$ cat src/rtl/bg_line_prefetcher.sv
// Background line prefetcher: copies the next scanline's ROM words into the idle half
// of a ping-pong line buffer during h-blank and serves per-pixel palette indices.
module bg_line_prefetcher #(
    parameter int H_VISIBLE      = 640,
    parameter int V_VISIBLE      = 480,
    parameter int V_TOTAL        = 525,
    parameter int WORDS_PER_LINE = 80,
    parameter int ROM_LAT        = 1,
    parameter int ADDR_W         = 16,
    parameter int DATA_W         = 8
) (
    input  logic              Clk,
    input  logic              Reset,
    input  logic [9:0]        DrawX,
    input  logic [9:0]        DrawY,
    output logic [ADDR_W-1:0] rom_addr,
    input  logic [DATA_W-1:0] rom_data,
    input  logic              aux_req,
    input  logic [ADDR_W-1:0] aux_addr,
    output logic              aux_gnt,
    output logic              aux_valid,
    output logic [DATA_W-1:0] aux_data,
    output logic [DATA_W-1:0] bg_index,
    output logic              fetch_busy,
    output logic              overrun
);
    localparam int KW = $clog2(WORDS_PER_LINE);
    localparam int DW = (ROM_LAT > 1) ? $clog2(ROM_LAT) : 1;
    localparam logic [KW-1:0]     K_LAST = KW'(WORDS_PER_LINE - 1);
    localparam logic [DW-1:0]     D_LAST = DW'(ROM_LAT - 1);
    localparam logic [ADDR_W-1:0] WPL_A  = ADDR_W'(WORDS_PER_LINE);

    typedef enum logic [1:0] {IDLE, FETCH, DRAIN} state_t;

    state_t              state;
    logic [ADDR_W-1:0]   base;
    logic [KW-1:0]       k;
    logic [DW-1:0]       drain_cnt;
    logic                bank;
    logic                pending;
    logic                x_hv_q;
    logic [9:0]          y_q;
    logic [DATA_W-1:0]   aux_hold;

    logic [ROM_LAT:0]         tag_bg;
    logic [ROM_LAT:0]         tag_aux;
    logic [ROM_LAT:0][KW-1:0] tag_idx;

    logic [DATA_W-1:0] lbuf [2][WORDS_PER_LINE];

    logic          x_at_hv, trig, tgt_ok, start, bg_issue, aux_issue, line_chg, vis;
    logic [9:0]    tgt;
    logic [KW-1:0] rd_idx;

    assign x_at_hv   = (DrawX == 10'(H_VISIBLE));
    assign trig      = x_at_hv && !x_hv_q;
    assign tgt       = (DrawY == 10'(V_TOTAL - 1)) ? 10'd0 : DrawY + 10'd1;
    assign tgt_ok    = (tgt < 10'(V_VISIBLE));
    assign start     = (state == IDLE) && trig && tgt_ok;
    assign bg_issue  = (state == FETCH);
    // A trigger that starts a fetch takes precedence over a waiting aux request.
    assign aux_issue = aux_req && ((state == DRAIN) || ((state == IDLE) && !start));
    assign line_chg  = (DrawY != y_q);
    assign vis       = (DrawX < 10'(H_VISIBLE)) && (DrawY < 10'(V_VISIBLE));
    assign rd_idx    = vis ? KW'(DrawX >> 3) : '0;

    assign fetch_busy = (state != IDLE);
    assign aux_valid  = tag_aux[ROM_LAT];
    assign aux_data   = aux_valid ? rom_data : aux_hold;

    always_ff @(posedge Clk or posedge Reset) begin
        if (Reset) begin
            state     <= IDLE;
            base      <= '0;
            k         <= '0;
            drain_cnt <= '0;
            rom_addr  <= '0;
            aux_gnt   <= 1'b0;
            bank      <= 1'b0;
            pending   <= 1'b0;
            overrun   <= 1'b0;
            x_hv_q    <= 1'b0;
            y_q       <= '0;
        end else begin
            x_hv_q  <= x_at_hv;
            y_q     <= DrawY;
            aux_gnt <= aux_issue;
            if (bg_issue)
                rom_addr <= base + ADDR_W'(k);
            else if (aux_issue)
                rom_addr <= aux_addr;

            // Swap only once the new line is completely in the idle bank.
            if (line_chg) begin
                if (state != IDLE)
                    overrun <= 1'b1;
                else if (pending) begin
                    bank    <= ~bank;
                    pending <= 1'b0;
                end
            end

            unique case (state)
                IDLE: if (start) begin
                    base  <= ADDR_W'(tgt) * WPL_A;
                    k     <= '0;
                    state <= FETCH;
                end
                FETCH: begin
                    k <= k + 1'b1;
                    if (k == K_LAST) begin
                        state     <= DRAIN;
                        drain_cnt <= '0;
                    end
                end
                DRAIN: begin
                    if (drain_cnt == D_LAST) begin
                        state   <= IDLE;
                        pending <= 1'b1;
                    end else begin
                        drain_cnt <= drain_cnt + 1'b1;
                    end
                end
                default: state <= IDLE;
            endcase
        end
    end

    // Stage 0 describes the address now on rom_addr; stage ROM_LAT lines up with rom_data.
    always_ff @(posedge Clk or posedge Reset) begin
        if (Reset) begin
            tag_bg  <= '0;
            tag_aux <= '0;
            tag_idx <= '0;
        end else begin
            tag_bg  <= {tag_bg[ROM_LAT-1:0], bg_issue};
            tag_aux <= {tag_aux[ROM_LAT-1:0], aux_issue};
            tag_idx <= {tag_idx[ROM_LAT-1:0], k};
        end
    end

    always_ff @(posedge Clk) begin
        if (tag_bg[ROM_LAT])
            lbuf[~bank][tag_idx[ROM_LAT]] <= rom_data;
    end

    always_ff @(posedge Clk or posedge Reset) begin
        if (Reset) begin
            bg_index <= '0;
            aux_hold <= '0;
        end else begin
            bg_index <= vis ? lbuf[bank][rd_idx] : '0;
            if (aux_valid)
                aux_hold <= rom_data;
        end
    end
endmodule

$ cat config.mk
export PLATFORM = sky130hd
export DESIGN_NAME = bg_line_prefetcher
export DESIGN_NICKNAME = d
export VERILOG_FILES = /design/src/rtl/bg_line_prefetcher.sv
export SDC_FILE = /design/constraint.sdc
export NUM_CORES = 1
export LEC_CHECK = 0
export ABC_AREA = 1
export CORE_MARGIN = 3
export CORE_UTILIZATION = 50
export DETAILED_ROUTE_END_ITERATION = 10
export HOLD_SLACK_MARGIN = 0.03
export PLACE_DENSITY_LB_ADDON = 0.15
export SKIP_LAST_GASP = 1
export SYNTH_ARGS = -nofsm -noshare
export SYNTH_HDL_FRONTEND = slang
export SYNTH_SLANG_ARGS = --single-unit
$ cat constraint.sdc
create_clock -name Clk -period 4.02 [get_ports Clk]
set_input_delay 1.005 -clock Clk [delete_from_list [all_inputs] [get_ports Clk]]
set_output_delay 1.005 -clock Clk [all_outputs]
set_load 0.1 [all_outputs]
## After elaboration in Yosys (flattened, before gate mapping)

Memories as Yosys holds them, arrays and structs flattened.
Cells that the tools add are included.

| word-level totals | value |
|---|---|
| register bits after elaboration | 87 |
| bits in writable memories | 1280 |
| input bits | 47 |
| output and inout bits | 36 |
| word-level logic and storage cells | 89 |
| memories kept | 1 |

Memory list:

| name | depth | bits a word | read ports | clocked after memory_dff | write ports | line | text |
|---|---|---|---|---|---|---|---|
| lbuf | 2 | 640 | 1 | 0 | 1 | 49 | `logic [DATA_W-1:0] lbuf [2][WORDS_PER_LINE];` |

| operators by class | value |
|---|---|
| $add $sub $neg | 4 |
| multiply operators | 1 |
| $lt $le $gt $ge | 6 |
| eq/ne operators | 9 |
| muxes and demuxes | 26 |
| bitwise logic cells | 4 |
| reduce and logical (&&, ||, !) cells | 21 |

Operator list:

| operator | count |
|---|---|
| two-way mux 640 bit | 1 |
| binary-select mux 8 bit (select 7 bit) | 1 |
| demux 8 bit (select 7 bit) | 1 |
| two-way mux 8 bit | 5 |
| two-way mux 16 bit | 2 |
| equality test 10 bit (second input constant) | 2 |
| less-than comparator 10 x 9 -> 1 bit (second input constant) | 2 |
| adder 16 x 7 -> 16 bit | 1 |
| greater-or-equal comparator 8 bit (second input constant) | 2 |
| inverter 7 -> 8 bit | 2 |
| two-way mux 7 bit | 2 |
| one-hot mux 7 bit (2 select lines) | 1 |
| multiplier 10 x 3 -> 12 bit (second input constant) | 1 |
| adder 10 x 1 -> 10 bit (second input constant) | 1 |
| less-than comparator 10 bit (second input constant) | 1 |
| two-way mux 10 bit | 1 |
| != test 10 bit | 1 |
| less-than comparator 8 x 1 -> 1 bit (second input constant) | 1 |
| AND reduction 2 bit | 4 |
| nonzero test 2 bit | 4 |
| adder 7 x 1 -> 7 bit (second input constant) | 1 |
| equality test 7 bit (second input constant) | 1 |
| logical AND 1 bit | 7 |
| two-way mux 1 bit | 7 |
| other kinds (13) | 19 |

## Longest topological paths before layout

| logic depth | value |
|---|---|
| depth in word-level cells | 10 |
| gate-level depth with buffers | 19 |
| depth with buffers taken out | 19 |

## Worst setup path before layout

OpenSTA, ideal clock, no wires.

| timing | value |
|---|---|
| path kind | input port to flip-flop |
| from | input DrawY[0] |
| to | register base[15] |
| setup time | 0.123 ns |
| arrival | 3.589 ns |
| data required time | 3.897 ns |
| slack | 0.308 ns |
| stages | 17 |
| buffers on the path | 0 |
| cells stage by stage | inv_1 -> ha_1 -> and3_1 -> nand4_1 -> inv_1 -> nor3b_1 -> ha_1 -> ha_1 -> fa_1 -> a21oi_1 -> o21ai_0 -> a21oi_1 -> o21bai_1 -> nand2_1 -> a21boi_0 -> o31ai_1 -> inv_1 |

| on the way | value |
|---|---|
| longest elaborated chain between the ends | 5 |
| elaborated cells on any way between the ends | 7 |
| those cells by class | add/sub (1); mul (1); order compare (1); eq/ne (1); mux (1); reduce/logical (2) |

Ends and longest elaborated chain:

| element | line | text |
|---|---|---|
| start: declaration | 15 | `input logic [9:0] DrawY,` |
| adder 10 x 1 -> 10 bit / equality test 10 bit (equally long branches) | 57 | `assign tgt = (DrawY == 10'(V_TOTAL - 1)) ? 10'd0 : DrawY + 10'd1;` |
| two-way mux 10 bit (*) | 57 |  |
| parallel branches: the longest is 3 deep, another holds multiplier 10 x 3 -> 12 bit | -- |  |
| end signal: assignment | 105 | `base <= ADDR_W'(tgt) * WPL_A;` |
| end: declaration | 36 | `logic [ADDR_W-1:0] base;` |

Mark *: on every way between the ends.
A chain may end at the register's enable or synchronous reset.

## Worst setup path after layout

Ends and elaborated chain as after synthesis.

==> metrics.txt <==
outcome complete, no violations; final setup vio count 0; post-route ant nets 0; DRC 0; Worst Hold Class register to register; Yosys top cell area share between 60% and 70%; final hold slack approximately 350 ps; Clock transition at path regs 60 ps; r2r worst-path depth 7; CTS tree done; Final WS setup 361 ps; antenna violations before repair 1; fmax approximately 0.27 GHz; Area contributors post-synth edfxtp_1, nor2_1, nand3_1; CP max stage delay a little under 500 ps; static leakage approximately 24 nW; Slew Limit Fails 0; Final Core Density between 50 and 60%; post-DP HPWL 89.6 mm; DP Worst Slack -428 ps; Num CTS Buffers approximately 140; total power between 20 and 30 mW; clock root buffer clkbuf_16; EDFF count, synth about 1300; DR iter-0 viols 4201; Synth Flop Type edfxtp_1; die height 347 um; net count after synthesis around 5400; Slowest-stage cell, CP clkdlybuf4s50_1; first drt pass iteration count 6; GRT Util Overall around 26%; crit path cell chain clkdlybuf4s50_1 -> inv_1 -> ha_1 -> and3_1 -> nand4_1 -> inv_1 -> nor3b_1 -> ha_1 -> ha_1 -> fa_1 -> a21oi_1 -> o21ai_0 -> a21oi_1 -> o21bai_1 -> nand2_1 -> a21boi_0 -> o31ai_1 -> inv_1; total wire length around 160 mm; CP endpoint kind register; Area Growth Syn to Fin 14.1%; final hold violation count 0; fin crit share between 90% and 100%; min Tclk post-route approximately 3700 ps; global-route wire length before repair approximately 240 mm; setup repair after global routing missed its margin false; # IOs 83; Slew HR between 10% and 20%; share of cells above drive strength 1 8.98%; startpoint types primary input; Remaining Overflow, GRT 0; setup_tns 0 ps; area of the core 115000 um^2; Gates resized, CTS repair 0; Hold-fix buffers, CTS 0; Min-Delay Path Depth 0; Seq/Total Area, Yosys a little over two thirds; clk_lat worst skew around 760 ps; PortBufs 82; H-tree depth 4; Initial Util 50.6%; total clock sinks 1365; total setup buffers inserted after CTS 0; Cell Rows between 100 and 150; Synth Cell Area between 50000 and 60000 um^2; Clock Skew around 28 ps; Yosys cell types 43; most common cell after layout, fill and taps aside nor2_1; area leader, netlist edfxtp_1; area of the die approximately 120000 um^2; asr flop ratio synth around 6.2%; CP Class primary input to register; largest net degree at the start of global routing ~160; clock buffer depth 3; Seq cells post-synth about 1400; Vias about 40000; most frequent cells in the layout nor2_1, edfxtp_1, nand2_1; vias in the first global route 38477; WL/cell 22.0 um; WP data required 4640 ps; Mapped Cells roughly 5400; PwrDens ~450 nW/um^2; Die Span X between 300 and 400 um; final net count 5562; gp weighted congestion 0.894; CP max FO 2; CP Data Arrival Time between 4000 and 5000 ps; Peak VDD IR approximately 0.37 mV; Synth Warn # 0; worst slew pin tran approximately 1300 ps; syn_area_per_cell around 11 um^2; Vias/cell around 5.6; Max Cap Violations 0
-- synthesized netlist by cell type, types with 19 or more instances --
master and number:
buf_4 25, nor2_1 1696, buf_1 22, dfrtp_1 85, nor3_1 113, edfxtp_1 1280
o21ai_0 29, buf_2 95, clkbuf_1 179, xor2_1 19, nand3_1 667, ha_1 22
o31ai_1 54, nand2_1 745, inv_1 83, nand4_1 59, a21oi_1 75
-- path summary, 6_finish.rpt --
kind | start | slack, ps | to
max | DrawY[0] | 360 | base[15]$_DFFE_PP0P_
min | tag_idx[4]$_DFF_PP0_ | 350 | tag_idx[11]$_DFF_PP0_
max reg2reg | tag_idx[8]$_DFF_PP0_ | 620 | lbuf[1][271]$_DFFE_PP_
min reg2reg | tag_idx[4]$_DFF_PP0_ | 350 | tag_idx[11]$_DFF_PP0_
max in group asynchronous | Reset | 2520 | tag_bg[1]$_DFF_PP0_
min in group asynchronous | Reset | 660 | aux_hold[5]$_DFF_PP0_
-- routing by layer --
metal	wire, um	share of wire [%]	track usage, %	vias to the layer above
met5	0	0	0	-
met4	5060	3.2	9.24	0
met3	12800	8.2	5.20	260
met1	66500	42	36.6	19450
met2	72300	46	40.1	1560
li1	-	-	-	18670
-- logic make-up after synthesis --
kind of cell / Yosys count / synth area share, %
xor+xnor: 27 / 0.408
flops: 1365 / 69.9
buf+inv: 418 / 3.18
mux: 12 / 0.231
simple gates: 3316 / 23.7
compound gates: 189 / 2.02
fa+ha+maj: 24 / 0.544
-- area by class of cell --
class / count / area, um^2
clock buffer: 175 / 3780
antenna: 1 / 2.50
multi-input combinational: 3568 / 15600
tap: 1512 / 1890
timing repair buffer: 323 / 3320
fill: 9349 / 48500
inverter: 89 / 344
clock inverter: 82 / 662
sequential: 1365 / 40600
-- critical path: cells and delay by family --
family | cells | cell delay (ps)
buffers and inverters | 4 | 700
and+or+nand+nor | 4 | 590
AOI/OAI and AO/OA | 6 | 820
adders and majority gates | 4 | 1160
-- per-stage QoR --
stage	instances	instance area (um^2)
6_report	7115	66200
5_1_grt	7114	66200
4_1_cts	7114	66200
3_5_place_dp	6857	61700
3_3_place_gp	6857	61700
2_1_floorplan	5351	58000
-- flip-flops by register name (all words and copies together), names as in the netlist --
name / count
aux_hold: 8
bank: 1
base: 12
bg_index: 8
k: 7
lbuf: 1280
overrun: 1
pending: 1
rom_addr: 16
state: 2
tag_aux: 2
tag_bg: 2
tag_idx: 14
x_hv_q: 1
y_q: 10
-- where the power goes --
group	total, mW	switching, mW	internal [mW]
registers	15.6	0.0116	15.6
clock network	12.7	5.50	7.17
logic	1.34	0.982	0.362
Note: power is estimated with default switching activity, not from simulation.
